==> src/rtl/instruction_loader_pkg.sv <==
// instruction_loader_pkg: shared state encoding and word geometry for the instruction loader
package instruction_loader_pkg;
    typedef enum logic [1:0] {
        IDLE    = 2'd0,
        COLLECT = 2'd1,
        WRITE   = 2'd2,
        DONE    = 2'd3
    } state_e;
    localparam int BYTES_PER_WORD = 4;
endpackage

==> src/rtl/instruction_loader.sv <==
// instruction_loader: assembles a little-endian byte stream into 32-bit words and writes them to instruction memory
module instruction_loader
    import instruction_loader_pkg::*;
#(
    parameter int DEPTH      = 1001,
    parameter int ADDR_WIDTH = 64
) (
    input  logic                  clock,
    input  logic                  reset,
    input  logic                  start,
    input  logic [ADDR_WIDTH-1:0] numWords,
    input  logic [7:0]            byteIn,
    input  logic                  byteValid,
    output logic                  byteReady,
    output logic                  writeEnable,
    output logic [ADDR_WIDTH-1:0] writeAddress,
    output logic [31:0]           writeData,
    output logic                  busy,
    output logic                  done,
    output logic                  overflow
);
    localparam logic [ADDR_WIDTH-1:0] DEPTH_W = ADDR_WIDTH'(DEPTH);
    localparam logic [ADDR_WIDTH-1:0] ONE     = {{(ADDR_WIDTH-1){1'b0}}, 1'b1};
    localparam logic [1:0]            LAST    = 2'(BYTES_PER_WORD - 1);

    state_e                state_q;
    logic [ADDR_WIDTH-1:0] target_q, word_idx_q, waddr_q;
    logic [1:0]            byte_cnt_q;
    logic [31:0]           asm_q, asm_d, wdata_q;
    logic                  we_q, overflow_q;

    always_comb begin
        asm_d = asm_q;
        asm_d[{byte_cnt_q, 3'b000} +: 8] = byteIn;
    end

    always_ff @(posedge clock) begin
        if (reset) begin
            state_q    <= IDLE;
            target_q   <= '0;
            word_idx_q <= '0;
            byte_cnt_q <= '0;
            asm_q      <= '0;
            we_q       <= 1'b0;
            waddr_q    <= '0;
            wdata_q    <= '0;
            overflow_q <= 1'b0;
        end else begin
            we_q <= 1'b0;
            case (state_q)
                IDLE, DONE: if (start) begin
                    target_q   <= (numWords > DEPTH_W) ? DEPTH_W : numWords;
                    overflow_q <= numWords > DEPTH_W;
                    word_idx_q <= '0;
                    byte_cnt_q <= '0;
                    state_q    <= (numWords == '0) ? DONE : COLLECT;
                end
                COLLECT: if (byteValid) begin
                    asm_q      <= asm_d;
                    byte_cnt_q <= byte_cnt_q + 2'd1;
                    if (byte_cnt_q == LAST) begin
                        state_q <= WRITE;
                        we_q    <= 1'b1;
                        waddr_q <= word_idx_q;
                        wdata_q <= asm_d;
                    end
                end
                WRITE: begin
                    // target never exceeds DEPTH, so word_idx_q + 1 cannot wrap
                    if (word_idx_q + ONE == target_q) begin
                        state_q <= DONE;
                    end else begin
                        word_idx_q <= word_idx_q + ONE;
                        state_q    <= COLLECT;
                    end
                end
                default: state_q <= IDLE;
            endcase
        end
    end

    assign byteReady    = state_q == COLLECT;
    assign busy         = (state_q == COLLECT) || (state_q == WRITE);
    assign done         = state_q == DONE;
    assign writeEnable  = we_q;
    assign writeAddress = waddr_q;
    assign writeData    = wdata_q;
    assign overflow     = overflow_q;
endmodule

==> config.mk <==
export PLATFORM = sky130hd
export DESIGN_NAME = instruction_loader
export DESIGN_NICKNAME = d
export VERILOG_FILES = /design/src/rtl/instruction_loader_pkg.sv /design/src/rtl/instruction_loader.sv
export SDC_FILE = /design/constraint.sdc
export NUM_CORES = 1
export LEC_CHECK = 0
export CORE_MARGIN = 1.5
export CORE_UTILIZATION = 50
export DETAILED_ROUTE_END_ITERATION = 8
export PLACE_DENSITY_LB_ADDON = 0.08
export REMOVE_ABC_BUFFERS = 1
export SLEW_MARGIN = 20
export SYNTH_ARGS = -nofsm -noshare
export SYNTH_HDL_FRONTEND = slang
export SYNTH_SLANG_ARGS = --single-unit
==> constraint.sdc <==
create_clock -name clock -period 4.1 [get_ports clock]
set_input_delay 0.82 -clock clock [delete_from_list [all_inputs] [get_ports clock]]
set_output_delay 0.82 -clock clock [all_outputs]
set_load 0.02 [all_outputs]
# After elaboration in Yosys (flattened, before gate mapping)
# Index checks and enable logic that the tools add are counted.
[word_totals]
word_cells = 54
ff_bits = 262
[classes]
addsub = 3
eq_ne = 9
bitwise = 2
shift = 2
reduce_logical = 13
muxes = 15
n_lt_le_gt_ge = 1
[op_table]
columns = ["operator", "count"]
rows = [
  ["2-to-1 mux 64 bit", 3],
  ["case mux 64 bit (2 select lines)", 1],
  ["adder 64 x 1 -> 64 bit, second input constant", 1],
  ["equality test 64 bit", 1],
  ["greater-than comparator 64 x 10 -> 1 bit, second input constant", 1],
  ["zero test 64 bit", 1],
  ["bitwise mux 32 bit", 1],
  ["variable shift 8 x 7 -> 32 bit, first input constant", 1],
  ["indexed part select 8 x 7 -> 32 bit", 1],
  ["2-to-1 mux 2 bit", 7],
  ["AND reduction 3 bit", 4],
  ["negation 5 -> 7 bit", 1],
  ["equality test 2 bit, second input constant", 3],
  ["inequality test 2 bit, second input constant", 3],
  ["case mux 2 bit (3 select lines)", 1],
  ["case mux 2 bit (2 select lines)", 1],
  ["AND reduction 2 bit", 2],
  ["nonzero test 2 bit", 2],
  ["OR reduction 3 bit", 1],
  ["adder 2 x 1 -> 2 bit, second input constant", 1],
  ["equality test 2 x 1 -> 1 bit, second input constant", 1],
  ["zero test 2 bit", 1],
  ["inequality test 2 x 1 -> 1 bit, second input constant", 1],
  ["NOT 1 bit", 2],
  ["3 further kinds", 3],
]

# Depth between registers and ports, before layout
[logic_depth]
ltp_word = 4
depth_mapped = 16
depth_no_buf = 11

# Least setup slack after synthesis
# No wires, ideal clock.
[synth_timing]
kind = "register to register"
start = "register word_idx_q[0]"
end = "register word_idx_q[21]"
path_buffers = 5
stages_incl_launch_ff = 17
arrival_time_ns = 3.475
path_slack_ns = 0.485
required_ns = 3.960
path_cell_list = "dfxtp_1 -> ha_1 -> nand4_1 -> or4_1 -> buf_2 -> or2_1 -> clkbuf_1 -> a2111o_1 -> nor3_1 -> and4_1 -> nand4_1 -> or2_1 -> buf_2 -> nand2_2 -> buf_6 -> buf_6 -> o32ai_2"
[synth_via]
elab_chain_cells = 4
word_cells_on_any_way = 6
cone_classes = "1 x add/sub; 2 x eq/ne; 2 x mux; 1 x reduce/logical"
[synth_lines]
columns = ["element", "line_no", "rtl"]
rows = [
  ["from (decl)", "instruction_loader.sv:27", "logic [ADDR_WIDTH-1:0] target_q, word_idx_q, waddr_q;"],
  ["from (signal assigned)", "instruction_loader.sv:73", "word_idx_q <= word_idx_q + ONE;"],
  ["adder 64 x 1 -> 64 bit (*)", "instruction_loader.sv:70, instruction_loader.sv:73", ""],
  ["equality test 64 bit", "instruction_loader.sv:70", "if (word_idx_q + ONE == target_q) begin"],
  ["inequality test 2 bit (no source line)", "n/a", ""],
  ["AND reduction 3 bit (no source line)", "n/a", ""],
]
# Every way passes the cells marked *; elsewhere a longest branch is shown, timed or not. The select of a mux whose other input is x is not followed.
# A chain may end at the register's enable or synchronous reset.

# Worst setup path after layout
[layout_timing]
start = "register word_idx_q[17]"
end = "register word_idx_q[18]"
# Same word-level chain as after synthesis.

==> results.md <==
- STA classifies the critical path endpoint as a register.
- Of all cell types, the one taking the most synthesized area is dfxtp_1.
- In the post-synthesis netlist, the biggest area contributors are dfxtp_1, a21oi_1, nand2_1, xnor2_1, nor2_1.
- Buffers placed on the I/O ports in this run total 176.
- The post-synthesis register bit count is 262.
- The number of antenna diodes in the final layout is 0.
- The count of boundary I/O pins is 177.
- Setup violations remaining at the end of the flow were counted as 0.
- The worst hold path was traced through 2 stages.
- Traced cell by cell, the critical path runs through nand3_1 -> or4_1 -> or4_4 -> or2_4 -> a2111oi_2 -> o311a_1 -> nand4_1 -> o21ai_4 -> buf_12 -> nor3_1 -> o221a_2.
- The first global-routing pass estimated 68.9 mm of wire.
- The cell count after synthesis is 1635.
- The nature of the critical path startpoint is a register.
- The worst IR drop on VDD is 381 µV.
- The pre-CTS setup slack is 0.0882 ns.
- Counting instances in the post-synthesis netlist gives the leading cell types as dfxtp_1, nand2_1, a21oi_1.
- The cell family contributing the most delay on the critical path is simple AND/OR/NAND/NOR gates.
- The run finished with clean final reports.
- The startpoint identified for the worst register-to-register timing path is word_idx_q[17].
- The worst flop-to-flop path endpoint is word_idx_q[18].
- The die covers 27600 µm².
- The final hold violation count was 0.
- The post-synthesis instance area is 13300 µm².
- The synthesized design contains 0 enable-type register cells.
- Using the TritonRoute via totals, the vias-per-cell ratio works out to 6.03.
- At the end of routability-driven placement, the weighted congestion stood at 0.945.
- After global routing the overflow that remains totals 0.
- The arrival time at the worst endpoint is 4.43 ns.
- Among all flip-flop cells after synthesis, the most frequent one is dfxtp_1.
- The standard cell area after detailed placement is 15600 µm².
- For this block, the via count after detailed routing is 12912.
- The synthesized design devotes to its leading area cell type 39.4% of total area.
- The share of final-layout standard cells stronger than drive strength 1 is 10.8%.
- Counting along the longest clock path gives a buffer depth of 3.
- The total number of nets in the final design is 1875.
- Along the worst path, the maximum fanout reaches 35.
- The cell with the biggest individual delay on the critical path is or4_4.
- The cell area after layout is 16600 µm².
- Dividing the final minimum period by the clock period gives 97.3%.
- The minimum period implied by the final worst setup slack is 3.99 ns.
- The count of hold-fix buffers inserted at cts is 0.
- Of the synthesized area, sequential elements account for 39.4%.
- Dividing the detail-routed wire length by the instance count gives 20.1 µm.
- The number of pins with negative max-slew slack in the final report is 0.
- The worst relative slew slack is 40.3%.
- The most common cell in the netlist is dfxtp_1.
- Setup repair after global routing could not meet its margin everywhere.
- The number of cells on the worst reg-to-reg path is 11.
- The maximum clock skew at final layout is 0.0118 ns.
- The clock-pin slew on the worst setup and hold paths is 0.06 ns.
- The total buffers and inverters traversed by the critical path is 1.
- Counting distinct cell types in the post-synthesis netlist gives 70.
- The proportion of register bits with asynchronous set or reset after synthesis is 0%.
- The highest achievable clock rate is 251 MHz.
- The level count of the clock H-tree is 1.
- A synthesized cell averages 8.14 µm².
- The largest net degree at the start of global routing is 110.
- Across all register-to-register paths, the minimum setup slack is 0.11 ns.
- The CTS tree is built.
- The clock root buffer is clkbuf_16.
- The tightest min-delay check is of the reg2reg type.
- The die is 166 µm tall.
- The starting utilization of the core area is 51.0%.
- The max-cap check violation count is 0.
- The area growth from synthesis to layout is 24.7%.
- The number of rows created at floorplan is 59.
- The floorplan step defined a core boundary enclosing 26100 µm².
- The worst path required time is 4.54 ns.
- In this run the static leakage power is 5.71 nW.
- The placed wire-length estimate is 30.0 mm.
- The number of global-route vias before repair is 12547.
- The setup path with the least slack is of type reg2reg.
- The launch instance of the worst min-delay path is writeAddress[53].
- The detail route stage leaves a number of antenna-violating nets equal to 0.
- The first-pass iteration count of the detailed router is 6.
- During synthesis, Yosys emitted a total of 0 warnings.
- The detailed router finished its first iteration with 1090 violations.
- Summed over all layers, the routed wires come to 43.0 mm.
- The floorplan step set the die width to 166 µm.
- After detailed routing, the number of remaining DRC violations is 0.
- The tree built by TritonCTS fans out to 262 sinks.
- The clock reaches the later pin of the worst-skew pair after 0.56 ns.
- The setup slack after layout is 0.110 ns.
- The transition at the pin with the smallest max-transition slack is 0.896 ns.
- The largest single stage delay on the critical path is 0.60 ns.
- The number of buffers inserted during clock tree synthesis is 28.
- For this design the ratio of total power to cell area is 420 nW/µm².
- The number of antenna violations at the first check in global routing came to 0.
- Global routing used 30.6% of the available tracks across all layers.
- The worst hold path endpoint is writeAddress[53].
-- registers in the layout (all words and copies together), names as in the netlist --
signal	count
writeAddress	64
writeEnable	1
byte_cnt_q	2
word_idx_q	64
overflow	1
state_q	2
writeData	32
asm_q	32
target_q	64
-- stage by stage --
step | power (mW) | setup TNS [ns] | cells | hold WS (ns) | utilization [%]
after detailed placement | 4.49 | 0 | 2092 | 0.446 | 60.0
after floorplan | 3.76 | -47.81 | 1491 | 0.452 | -
after global placement | 4.45 | 0 | 2092 | 0.442 | 60.0
final | 6.96 | 0 | 2140 | 0.452 | 63.6
after CTS | 6.97 | 0 | 2139 | 0.454 | 63.5
after global routing | 7.23 | 0 | 2140 | 0.471 | 63.6
-- worst max-delay path by stage --
stage,endpoint,cells past startpoint,slack (ns),start
after global routing,word_idx_q[46],14,0.01,word_idx_q[1]
after global placement,word_idx_q[61],11,0.06,word_idx_q[3]
after floorplan,word_idx_q[18],11,-0.81,word_idx_q[0]
final,word_idx_q[18],11,0.11,word_idx_q[17]
after CTS,word_idx_q[18],12,0.07,word_idx_q[3]
after detailed placement,word_idx_q[61],11,0.09,word_idx_q[3]
-- worst register-to-register path, cell delays in order (launching register included) --
cell and delay, ns:
dfxtp_1 0.50, nand3_1 0.24, or4_1 0.58, or4_4 0.61
or2_4 0.27, a2111oi_2 0.37, o311a_1 0.25, nand4_1 0.19
o21ai_4 0.27, buf_12 0.23, nor3_1 0.09, o221a_2 0.28
-- report_power, final --
part	total [mW]	leakage, nW	switching [mW]	internal (mW)
sequential	2.73	2.12	0.0715	2.66
combinational	1.73	3.15	1.15	0.576
clock	2.50	0.446	1.04	1.45
total	6.96	5.71	2.27	4.69
-- cell families after synthesis --
family / after synthesis / share of synthesized area [%]
xor gates and xnor gates: 90 / 5.93
and+or+nand+nor: 705 / 27.9
AOI/OAI and AO/OA: 370 / 19.0
buffers and inverters: 189 / 6.10
adders and majority gates: 12 / 1.11
muxes: 7 / 0.536
DFF: 262 / 39.4
-- layout make-up --
| type | instances | area (µm²) |
|---|---|---|
| Fill cell | 2351 | 9480 |
| Tap cell | 335 | 419 |
| Sequential cell | 262 | 5250 |
| Clock buffer | 43 | 878 |
| Multi-Input combinational cell | 1184 | 7300 |
| Inverter | 45 | 169 |
| Clock inverter | 4 | 22.5 |
| Timing Repair Buffer | 267 | 2550 |
-- cells in the final DEF, fill, tap and decap left out, types with 63 or more instances in the layout --
cell / synthesis / layout
a211oi_1: 71 / 71
and3_1: 70 / 69
dfxtp_1: 262 / 260
nor2_1: 144 / 144
nand2_1: 176 / 175
xnor2_1: 63 / 63
buf_4: 6 / 83
clkdlybuf4s50_1: 0 / 175
nand4_1: 65 / 65
a21oi_1: 163 / 163
-- what timing repair did --
item	in CTS	in global routing
buffers inserted	0	1
setup endpoints to repair	0	65
resized for setup	0	9
-- layer usage --
metal / track usage, % / wire length (µm) / up-vias
met1: 40.8 / 18900 / 6160
met5: 0 / 0 / -
met2: 52.3 / 20500 / 485
met3: 4.05 / 2670 / 76
li1: - / - / 6191
met4: 7.76 / 966 / 0
(Power assumes the default switching activity.)
